[src/rtl/systolic_skew_feeder_pkg.sv]
// Shared systolic-array definitions: controller state encoding and default
// operand/array dimensions. The MAC array and its feeders import this package
// so they agree on widths and state names.
package systolic_skew_feeder_pkg;

    localparam int unsigned DefaultDataWidth = 8;
    localparam int unsigned DefaultRows      = 4;
    localparam int unsigned DefaultFifoDepth = 4;

    typedef enum logic [1:0] {
        StIdle  = 2'd0,
        StRun   = 2'd1,
        StDrain = 2'd2
    } state_e;

endpackage

[src/rtl/systolic_skew_feeder_skew_fifo.sv]
// skew_fifo: synchronous FIFO with registered storage and no fall-through.
// An entry written on one edge can be read at the earliest on the next edge.
// Ports:
//   clk_i, reset_i       clock and asynchronous active-high reset
//   wr_en_i, wr_data_i   write request and data (ignored while full)
//   rd_en_i, rd_data_o   read request (ignored while empty) and head entry
//   full_o, empty_o      occupancy flags
// DEPTH must be a power of two >= 2 so the pointers wrap naturally.
module skew_fifo #(
    parameter int unsigned WIDTH = 33,
    parameter int unsigned DEPTH = 4
) (
    input  logic             clk_i,
    input  logic             reset_i,
    input  logic             wr_en_i,
    input  logic [WIDTH-1:0] wr_data_i,
    input  logic             rd_en_i,
    output logic [WIDTH-1:0] rd_data_o,
    output logic             full_o,
    output logic             empty_o
);

    localparam int unsigned AddrWidth = $clog2(DEPTH);
    localparam int unsigned CntWidth  = $clog2(DEPTH + 1);

    logic [WIDTH-1:0]     mem_q [DEPTH];
    logic [AddrWidth-1:0] wptr_q, wptr_d;
    logic [AddrWidth-1:0] rptr_q, rptr_d;
    logic [CntWidth-1:0]  count_q, count_d;
    logic                 wr_fire, rd_fire;

    assign full_o    = (count_q == CntWidth'(DEPTH));
    assign empty_o   = (count_q == '0);
    assign wr_fire   = wr_en_i && !full_o;
    assign rd_fire   = rd_en_i && !empty_o;
    assign rd_data_o = mem_q[rptr_q];

    always_comb begin
        wptr_d  = wptr_q;
        rptr_d  = rptr_q;
        count_d = count_q;
        if (wr_fire) begin
            wptr_d = wptr_q + AddrWidth'(1);
        end
        if (rd_fire) begin
            rptr_d = rptr_q + AddrWidth'(1);
        end
        unique case ({wr_fire, rd_fire})
            2'b10:   count_d = count_q + CntWidth'(1);
            2'b01:   count_d = count_q - CntWidth'(1);
            default: count_d = count_q;
        endcase
    end

    always_ff @(posedge clk_i or posedge reset_i) begin
        if (reset_i) begin
            wptr_q  <= '0;
            rptr_q  <= '0;
            count_q <= '0;
        end else begin
            wptr_q  <= wptr_d;
            rptr_q  <= rptr_d;
            count_q <= count_d;
        end
    end

    // Storage needs no reset: an entry is only read after it has been written.
    always_ff @(posedge clk_i) begin
        if (wr_fire) begin
            mem_q[wptr_q] <= wr_data_i;
        end
    end

endmodule

[src/rtl/systolic_skew_feeder.sv]
// systolic_skew_feeder: buffers operand vectors and feeds them into a systolic
// MAC array with a diagonal skew, so element r reaches MAC row r r cycles after
// element 0 reaches row 0. A tile ends with a vector flagged last; the feeder
// then drains the skew pipeline and pulses done as the last element leaves.
// Ports:
//   clk, reset              clock and asynchronous active-high reset
//   in_valid/in_ready       vector handshake; in_vec element r at [r*DW +: DW]
//   in_last                 marks the final vector of a tile
//   stall                   freezes popping, skew lanes and the controller
//   row_data/row_control    registered skewed data and enable per MAC row
//   busy                    controller active or vectors still queued
//   done                    one-cycle pulse when a tile fully leaves the skew
module systolic_skew_feeder
    import systolic_skew_feeder_pkg::*;
#(
    parameter int unsigned DATA_WIDTH = DefaultDataWidth,
    parameter int unsigned ROWS       = DefaultRows,
    parameter int unsigned FIFO_DEPTH = DefaultFifoDepth
) (
    input  logic                       clk,
    input  logic                       reset,
    input  logic                       in_valid,
    output logic                       in_ready,
    input  logic [ROWS*DATA_WIDTH-1:0] in_vec,
    input  logic                       in_last,
    input  logic                       stall,
    output logic [ROWS*DATA_WIDTH-1:0] row_data,
    output logic [ROWS-1:0]            row_control,
    output logic                       busy,
    output logic                       done
);

    localparam int unsigned VecWidth   = ROWS * DATA_WIDTH;
    localparam int unsigned EntryWidth = VecWidth + 1;
    // Drain counter runs 0..ROWS-2.
    localparam int unsigned CntWidth   = (ROWS > 2) ? $clog2(ROWS - 1) : 1;

    logic                  push, pop;
    logic                  fifo_full, fifo_empty;
    logic [EntryWidth-1:0] fifo_wdata, fifo_rdata;
    logic [VecWidth-1:0]   pop_vec;
    logic                  pop_last;

    state_e                state_q, state_d;
    logic [CntWidth-1:0]   drain_cnt_q, drain_cnt_d;
    logic                  done_q, done_d;

    // Refusing input during DRAIN keeps the next tile out of the skew until the
    // current one has fully left, so done always marks a clean tile boundary.
    assign in_ready   = !fifo_full && (state_q != StDrain);
    assign push       = in_valid && in_ready;
    assign pop        = !fifo_empty && !stall && (state_q != StDrain);
    assign fifo_wdata = {in_vec, in_last};
    assign pop_vec    = fifo_rdata[EntryWidth-1:1];
    assign pop_last   = fifo_rdata[0];

    skew_fifo #(
        .WIDTH (EntryWidth),
        .DEPTH (FIFO_DEPTH)
    ) u_skew_fifo (
        .clk_i     (clk),
        .reset_i   (reset),
        .wr_en_i   (push),
        .wr_data_i (fifo_wdata),
        .rd_en_i   (pop),
        .rd_data_o (fifo_rdata),
        .full_o    (fifo_full),
        .empty_o   (fifo_empty)
    );

    // Controller. pop already includes !stall, so IDLE/RUN need no stall term.
    always_comb begin
        state_d     = state_q;
        drain_cnt_d = drain_cnt_q;
        done_d      = 1'b0;
        unique case (state_q)
            StIdle, StRun: begin
                if (pop) begin
                    state_d = pop_last ? StDrain : StRun;
                end
            end
            StDrain: begin
                // ROWS-1 unstalled edges move the last element from lane 0 to
                // the end of lane ROWS-1; done rises with it.
                if (!stall) begin
                    if (drain_cnt_q == CntWidth'(ROWS - 2)) begin
                        state_d     = StIdle;
                        drain_cnt_d = '0;
                        done_d      = 1'b1;
                    end else begin
                        drain_cnt_d = drain_cnt_q + CntWidth'(1);
                    end
                end
            end
            default: begin
                state_d     = StIdle;
                drain_cnt_d = '0;
            end
        endcase
    end

    always_ff @(posedge clk or posedge reset) begin
        if (reset) begin
            state_q     <= StIdle;
            drain_cnt_q <= '0;
            done_q      <= 1'b0;
        end else begin
            state_q     <= state_d;
            drain_cnt_q <= drain_cnt_d;
            done_q      <= done_d;
        end
    end

    assign busy = (state_q != StIdle) || !fifo_empty;
    assign done = done_q;

    // Skew lanes: lane r is an (r+1)-deep shift register whose first stage is
    // loaded on the pop edge, so its output trails row 0 by exactly r edges.
    for (genvar r = 0; r < ROWS; r++) begin : g_lane
        logic [r:0][DATA_WIDTH-1:0] data_q, data_d;
        logic [r:0]                 ctrl_q, ctrl_d;

        always_comb begin
            data_d = data_q;
            ctrl_d = ctrl_q;
            if (!stall) begin
                data_d[0] = pop ? pop_vec[r*DATA_WIDTH +: DATA_WIDTH] : '0;
                ctrl_d[0] = pop;
                for (int s = 1; s <= r; s++) begin
                    data_d[s] = data_q[s-1];
                    ctrl_d[s] = ctrl_q[s-1];
                end
            end
        end

        always_ff @(posedge clk or posedge reset) begin
            if (reset) begin
                data_q <= '0;
                ctrl_q <= '0;
            end else begin
                data_q <= data_d;
                ctrl_q <= ctrl_d;
            end
        end

        assign row_data[r*DATA_WIDTH +: DATA_WIDTH] = data_q[r];
        assign row_control[r]                       = ctrl_q[r];
    end

endmodule

[config.mk]
export PLATFORM = sky130hd
export DESIGN_NAME = systolic_skew_feeder
export DESIGN_NICKNAME = d
export VERILOG_FILES = /design/src/rtl/systolic_skew_feeder_pkg.sv /design/src/rtl/systolic_skew_feeder_skew_fifo.sv /design/src/rtl/systolic_skew_feeder.sv
export SDC_FILE = /design/constraint.sdc
export NUM_CORES = 1
export LEC_CHECK = 0
export BUFFER_PORTS_ARGS = -buffer_cell sky130_fd_sc_hd__buf_2
export CORE_UTILIZATION = 25
export CTS_CLUSTER_SIZE = 10
export DETAILED_ROUTE_END_ITERATION = 7
export GPL_ROUTABILITY_DRIVEN = 0
export GPL_TIMING_DRIVEN = 1
export MAX_ROUTING_LAYER = met4
export SLEW_MARGIN = 5
export SYNTH_ARGS = -nofsm -noshare
export SYNTH_HDL_FRONTEND = slang
export SYNTH_HIERARCHICAL = 1
export SYNTH_SLANG_ARGS = --single-unit
[constraint.sdc]
create_clock -name clk -period 2.7 [get_ports clk]
set_input_delay 0.135 -clock clk [delete_from_list [all_inputs] [get_ports clk]]
set_output_delay 0.135 -clock clk [all_outputs]
set_load 0.02 [all_outputs]
==> results of run 1 <==
[cell usage in the layout (no fill, tap or decap), types with 4 or more instances in the layout]
cell,n
mux4_1,5
buf_2,74
nor2_1,5
a22o_1,32
mux2_2,52
and2_2,4
dfrtp_1,94
inv_1,9
mux4_2,28
clkbuf_1,18
buf_12,6
clkbuf_16,27
dlygate4sd3_1,34
edfxtp_1,132
buf_4,6
ha_1,5
[metrics by stage]
step / hold WS (ps) / worst slack [ps]
2_1_floorplan: -61.6 / 159
3_3_place_gp: 113 / 471
3_5_place_dp: 120 / 414
4_1_cts: 113 / 402
5_1_grt: 141 / 222
6_report: 130 / 448
[cells by family after synthesis]
kind of cell,Yosys count,share of synthesized area
multiplexers,86,0.155
buffers and inverters,56,0.0473
XOR/XNOR,6,0.00600
AND/OR/NAND/NOR,21,0.0164
adder cells (fa/ha/maj),6,0.00943
flip-flops,228,0.727
AO/OA/AOI/OAI,40,0.0387
[final cells by class]
cell class	count	area (µm²)	share of cell area
Timing Repair Buffer	120	876	0.0828
Tap cell	455	569	0.0538
Clock buffer	45	743	0.0702
Sequential cell	228	6370	0.602
Multi-Input combinational cell	159	1980	0.187
Antenna cell	1	2.50	0.000237
Inverter	10	40.0	0.00378
[cell usage after synthesis (3+ instances only)]
library cell    n
mux2_2         52
mux4_2         28
and2_1          5
nor2_1          5
a22o_1         32
inv_1          10
ha_1            5
dfrtp_1        96
buf_4          26
mux4_1          5
buf_2          10
xnor2_1         3
xor2_1          3
buf_6           6
edfxtp_1      132
nand2_1         3
buf_12          3
[flip-flops by register name (all words and copies together) (netlist names)]
signal / count
drain_cnt_q: 2
u_skew_fifo/mem_q: 132
u_skew_fifo/count_q: 3
row_data: 24
g_lane.data_q: 56
done: 1
u_skew_fifo/rptr_q: 2
g_lane.ctrl_q: 4
state_q: 2
u_skew_fifo/wptr_q: 2
[critical path: stages, from the launching register on]
cell     delay (ps)
dfrtp_1         440
nor3b_2         250
nor2_1           80
and2_1          150
nor2b_2         180
inv_1            70
ha_1            170
inv_1            60
fa_1            370
xor2_1          150
nor2_1          110
xor2_1          150
[layer usage]
layer	vias up	track usage	part of all wire
li1	1914	-	-
met2	90	0.159	0.50
met3	33	0.0180	0.043
met4	0	0.0292	0.025
met1	2087	0.122	0.43
met5	-	-	0
[power groups by stage]
stage / registers [W] / logic (W) / clock network (W)
6_report: 0.00540 / 0.00303 / 0.00312
4_1_cts: 0.00543 / 0.00312 / 0.00323
3_3_place_gp: 0.00547 / 0.00303 / 0
2_1_floorplan: 0.00530 / 0.00258 / 0
3_5_place_dp: 0.00550 / 0.00307 / 0
5_1_grt: 0.00556 / 0.00330 / 0.00337
[how the worst min path moves through the flow]
stage	slack (ps)	from	end	cells past startpoint
6_report	130	reset	u_skew_fifo/wptr_q[1]	3
5_1_grt	140	reset	u_skew_fifo/wptr_q[0]	3
4_1_cts	110	reset	u_skew_fifo/wptr_q[0]	3
3_5_place_dp	120	reset	u_skew_fifo/wptr_q[1]	2
3_3_place_gp	110	reset	u_skew_fifo/wptr_q[1]	2
2_1_floorplan	-60	reset	u_skew_fifo/count_q[0]	1
==> impl_metrics.sql, run 1 <==
INSERT INTO impl_metrics (metric_group, metric, value, unit) VALUES
('status', 'status', 'completed', ''),
('critical_path', 'timing.critical_path.to_type', 'flip-flop', ''),
('clocking', 'ctsHoldBuffers', '34', ''),
('logic_synthesis', 'ys_ff_latch', '228', ''),
('logic_synthesis', 'yosys-top-cells-area', 'edfxtp_1, dfrtp_1, mux4_2', ''),
('final_layout', 'final_cell_area', '10600', 'µm²'),
('clocking', 'cts.repair.resized', '0', ''),
('floorplan', 'floorplan.rows', '68', ''),
('grt', 'grt_start_max_net_pins', '54', ''),
('sta', 'max_slew.worst_pin.slew', '629', 'ps'),
('critical_path', 'crit_path_end', 'u_skew_fifo/count_q[2]', ''),
('clocking', 'tritoncts_clock_tree', 'yes', ''),
('grt', 'antenna_found_initial', '2', ''),
('final_layout', 'numnets_final', '588', ''),
('power_and_ir_drop', 'ir_drop', '0.573', 'mV'),
('logic_synthesis', 'synth_async_sr_flop_share', '0.421', ''),
('final_layout', 'nFillCells', '3464', ''),
('sta', 'final_sum_of_negative_setup_slack', '0', 'ps'),
('power_and_ir_drop', 'comb_power_share', '0.262', ''),
('power_and_ir_drop', 'cellLeakagePower', '4.07', 'nW'),
('logic_synthesis', 'ys.warnings.count', '6', ''),
('grt', 'first_global_vias', '4342', ''),
('sta', 'final.setup_skew', '7.94', 'ps'),
('floorplan', 'initial_utilization', '0.253', ''),
('logic_synthesis', 'netlist_area', '8760', 'µm²'),
('final_layout', 'drive_gt1_frac', '0.367', ''),
('logic_synthesis', 'synthesis.area_per_instance', '19.8', 'µm²'),
('power_and_ir_drop', 'sequentialPowerShare', '0.468', ''),
('power_and_ir_drop', 'internal-power', '0.00819', 'W'),
('min_path', 'worst_hold_path_type', 'in2async', ''),
('flow_run', 'max-cap-violations', '0', ''),
('floorplan', 'die_height', '189', 'µm'),
('logic_synthesis', 'ys_seq_area_frac', '0.727', ''),
('grt', 'gr-total-overflow', '0', ''),
('clocking', 'clkSlewWorstSetupHoldPaths', '60', 'ps'),
('logic_synthesis', 'synth_largest_area_cell', 'edfxtp_1', ''),
('drt', 'dr_total_vias', '4124', ''),
('place', 'buffer_ports.inserted', '75', ''),
('logic_synthesis', 'synth_enable_flop_cells', '132', ''),
('clocking', 'number_of_levels_the_h_tree_was_split_into', '1', ''),
('final_layout', 'synthToLayoutAreaGrowth', '20.8', '%'),
('floorplan', 'boundaryPins', '76', ''),
('critical_path', 'setup_slack_on_the_worst_flop_to_flop_path', '450', 'ps'),
('drt', 'via_density_per_instance', '4.05', ''),
('drt', 'routedWlPerCell', '16.2', 'µm'),
('place', 'dpl.hpwl', '10.2', 'mm'),
('logic_synthesis', 'netlist_instances', '443', ''),
('clocking', 'clk_root_buffer_cell', 'clkbuf_16', ''),
('drt', 'drt-pass1-iter-count', '4', ''),
('sta', 'timing.final.max_slew_violations', '0', ''),
('critical_path', 'startpoint', 'u_skew_fifo/count_q[0]', ''),
('clocking', 'cts.repair_timing.setup_buffer_count', '0', ''),
('logic_synthesis', 'synth_cell_types', '36', ''),
('critical_path', 'required', '3130', 'ps'),
('floorplan', 'core_area', '34500', 'µm²'),
('power_and_ir_drop', 'report.power.total', '0.0116', 'W'),
('critical_path', 'critical_path.max_fanout', '7', ''),
('grt', 'grt_first_pass_wirelength', '26.0', 'mm'),
('critical_path', 'reg2reg_from', 'u_skew_fifo/count_q[0]', ''),
('power_and_ir_drop', 'pwr_density_cell', '1090', 'nW/µm²'),
('logic_synthesis', 'synthDominantCellAreaShare', '0.453', ''),
('place', 'postPlaceCellArea', '9490', 'µm²'),
('grt', 'track_usage', '0.0972', ''),
('critical_path', 'worstSetupStartpointType', 'flip-flop', ''),
('critical_path', 'rr_endpoint', 'u_skew_fifo/count_q[2]', ''),
('drt', 'detail_route.drc_violations', '0', ''),
('power_and_ir_drop', 'clock_share_of_power', '0.270', ''),
('sta', 'fmax', '444', 'MHz'),
('drt', 'detail_route.wirelength', '16.5', 'mm'),
('critical_path', 'critPathArrivalTime', '2680', 'ps'),
('critical_path', 'timing.reg2reg.worst_path_depth', '11', '');
Note: power is estimated with default switching activity, not from simulation.
==> run 2: changes to the inputs <==
Clock period 2.7 ns to 2.06 ns, I/O delays scaled along.
==> run 2 against run 1 <==
Against the previous run: sequential share of layout area shrank 1.1 points; design area up 1.8%; core utilization is 0.56 points higher.
==> impl_metrics.sql, run 2 (synthesized netlist as in run 1, its figures left out) <==
INSERT INTO impl_metrics (metric_group, metric, value, unit) VALUES
('min_path', 'worst_hold_path_type', 'in2async', ''),
('floorplan', 'die_height', '189', 'µm'),
('final_layout', 'register_area', '6370', 'µm²'),
('place', 'placedCellCount', '954', ''),
('final_layout', 'nFillCells', '3455', ''),
('drt', 'antenna_left', '0', ''),
('clocking', 'tritoncts_clock_tree', 'yes', ''),
('grt', 'global_route.usage.met2', '0.159', ''),
('grt', 'first_global_vias', '4408', ''),
('place', 'postPlaceCellArea', '9620', 'µm²'),
('clocking', 'num_cts_buffers', '26', ''),
('clocking', 'clock_path_buffers', '3', ''),
('place', 'dpl.hpwl', '10.5', 'mm'),
('critical_path', 'worstPathCellList', 'buf_4, nor3_4, nor3_4, o31a_1, ha_4, inv_2, fa_2, xor2_1, nor2_1, xor2_1', ''),
('critical_path', 'critPathArrivalTime', '2420', 'ps'),
('floorplan', 'initial_utilization', '0.253', ''),
('final_layout', 'max_flop_register', 'u_skew_fifo/mem_q', ''),
('final_layout', 'mostFrequentLayoutCells', 'edfxtp_1, dfrtp_1, buf_2', ''),
('place', 'buffer_ports.inserted', '75', ''),
('final_layout', 'largest_register_ffs', '132', ''),
('sta', 'worst_slew_margin_rel', '0.650', ''),
('grt', 'track_usage', '0.0974', ''),
('final_layout', 'most_common_cell_after_layout_fill_and_taps_aside', 'edfxtp_1', ''),
('sta', 'count_of_final_setup_violators', '0', ''),
('status', 'status', 'completed', ''),
('drt', 'via_density_per_instance', '4.08', ''),
('grt', 'gr-total-overflow', '0', ''),
('grt', 'grt_first_pass_wirelength', '26.0', 'mm'),
('critical_path', 'critical_path.max_fanout', '3', ''),
('grt', 'grt_start_max_net_pins', '90', ''),
('sta', 'layout_min_cycle_time', '1980', 'ps'),
('grt', 'antenna_found_initial', '0', ''),
('power_and_ir_drop', 'cellLeakagePower', '4.18', 'nW'),
('grt', 'grt.met3_usage', '0.0163', ''),
('critical_path', 'required', '2500', 'ps'),
('power_and_ir_drop', 'pwr_density_cell', '1440', 'nW/µm²'),
('sta', 'timing.final.max_slew_violations', '0', ''),
('final_layout', 'footprint_of_the_multi_input_gates', '2030', 'µm²'),
('floorplan', 'core_area', '34500', 'µm²'),
('clocking', 'insertion_delay', '510', 'ps'),
('critical_path', 'timing.critical_path.to_type', 'flip-flop', ''),
('drt', 'detail_route.iter0.violations', '244', ''),
('floorplan', 'dieWidth', '189', 'µm'),
('final_layout', 'final-instance-count-excl-fill', '1038', ''),
('grt', 'top_usage_layer', 'met2', ''),
('drt', 'detail_route.drc_violations', '0', ''),
('clocking', 'clkSlewWorstSetupHoldPaths', '60', 'ps'),
('clocking', 'number_of_levels_the_h_tree_was_split_into', '1', ''),
('sta', 'unrepaired_setup_endpoints_after_global_routing', 'yes', ''),
('power_and_ir_drop', 'ir_drop', '0.805', 'mV'),
('sta', 'fmax', '504', 'MHz'),
('drt', 'routedWlPerCell', '15.9', 'µm'),
('floorplan', 'boundaryPins', '76', ''),
('critical_path', 'critPathSlowestCell', 'dfrtp_1', ''),
('floorplan', 'design.die.area', '35800', 'µm²'),
('clocking', 'clock_sinks', '228', ''),
('sta', 'finalHoldViolCount', '0', ''),
('critical_path', 'worstSetupStartpointType', 'flip-flop', ''),
('sta', 'layout_worst_path_cycle_share', '0.963', ''),
('final_layout', 'synthToLayoutAreaGrowth', '23.0', '%'),
('final_layout', 'antenna_diode_count', '0', ''),
('final_layout', 'final_cell_area', '10800', 'µm²'),
('clocking', 'clk_root_buffer_cell', 'clkbuf_16', ''),
('final_layout', 'final_util', '0.312', ''),
('sta', 'final_sum_of_negative_setup_slack', '0', 'ps'),
('flow_run', 'max-cap-violations', '0', ''),
('drt', 'dr_total_vias', '4235', ''),
('drt', 'detail_route.wirelength', '16.5', 'mm'),
('sta', 'final.setup_skew', '8.43', 'ps'),
('drt', 'drt-pass1-iter-count', '4', ''),
('final_layout', 'numnets_final', '607', ''),
('floorplan', 'floorplan.rows', '68', ''),
('final_layout', 'drive_gt1_frac', '0.400', ''),
('critical_path', 'criticalPathCategory', 'reg2reg', ''),
('critical_path', 'worst_path_largest_cell_delay', '390', 'ps'),
('grt', 'met1_usage', '0.124', ''),
('sta', 'max_slew.worst_pin.slew', '525', 'ps');
run 2: timing repair:
item / CTS / global route
hold buffers: 34 / 0
resized for setup: 6 / 4
endpoints found under the hold margin: 228 / 0
pin swaps: 5 / 6
endpoints found under the setup margin: 2 / 1
setup buffers: 2 / 1
run 2: power breakdown:
part	switching, W	internal, W	leakage [nW]
Sequential	0.000617	0.00632	2.40
Clock	0.00165	0.00243	0.356
Combinational	0.00221	0.00226	1.43
Total	0.00448	0.0110	4.18
run 2: final cells by class:
class	instances	area share
inverter	10	0.00383
multi-input combinational	159	0.188
tap	455	0.0528
clock buffer	47	0.0697
timing repair buffer	139	0.0943
sequential	228	0.591
run 2: through the flow:
step	power (W)	hold WS [ps]	setup WS (ps)
6_report	0.0155	122	75.3
5_1_grt	0.0164	143	-66.0
4_1_cts	0.0157	125	25.4
3_5_place_dp	0.0114	96.8	-33.5
3_3_place_gp	0.0113	90.7	18.6
2_1_floorplan	0.0104	-93.7	-131
run 2: metal layers:
metal	up-vias	wire length, µm
met5	-	0
met4	0	329
met3	24	600
met2	79	8230
met1	2192	7320
li1	1940	-
run 2: path summary, 6_finish.rpt:
path                                         from  slack (ps)                     end  cells after the start
max                        u_skew_fifo/count_q[1]          80  u_skew_fifo/count_q[2]                     10
min                                         reset         120   u_skew_fifo/wptr_q[1]                      3
max reg2reg                u_skew_fifo/count_q[1]          80  u_skew_fifo/count_q[2]                     10
min reg2reg                          row_data[28]         500            row_data[28]                      1
max in group asynchronous                   reset        1400            row_data[15]                      4
min in group clk                         in_valid         230   u_skew_fifo/wptr_q[0]                      5
run 2: worst max-delay path: cells and delay by family, from the launching register on:
family | cells | cell delay [ps]
xor gates and xnor gates | 2 | 290
adders and majority gates | 2 | 470
DFF | 1 | 390
buffers and inverters | 2 | 180
and+or+nand+nor | 3 | 350
AOI/OAI and AO/OA | 1 | 220
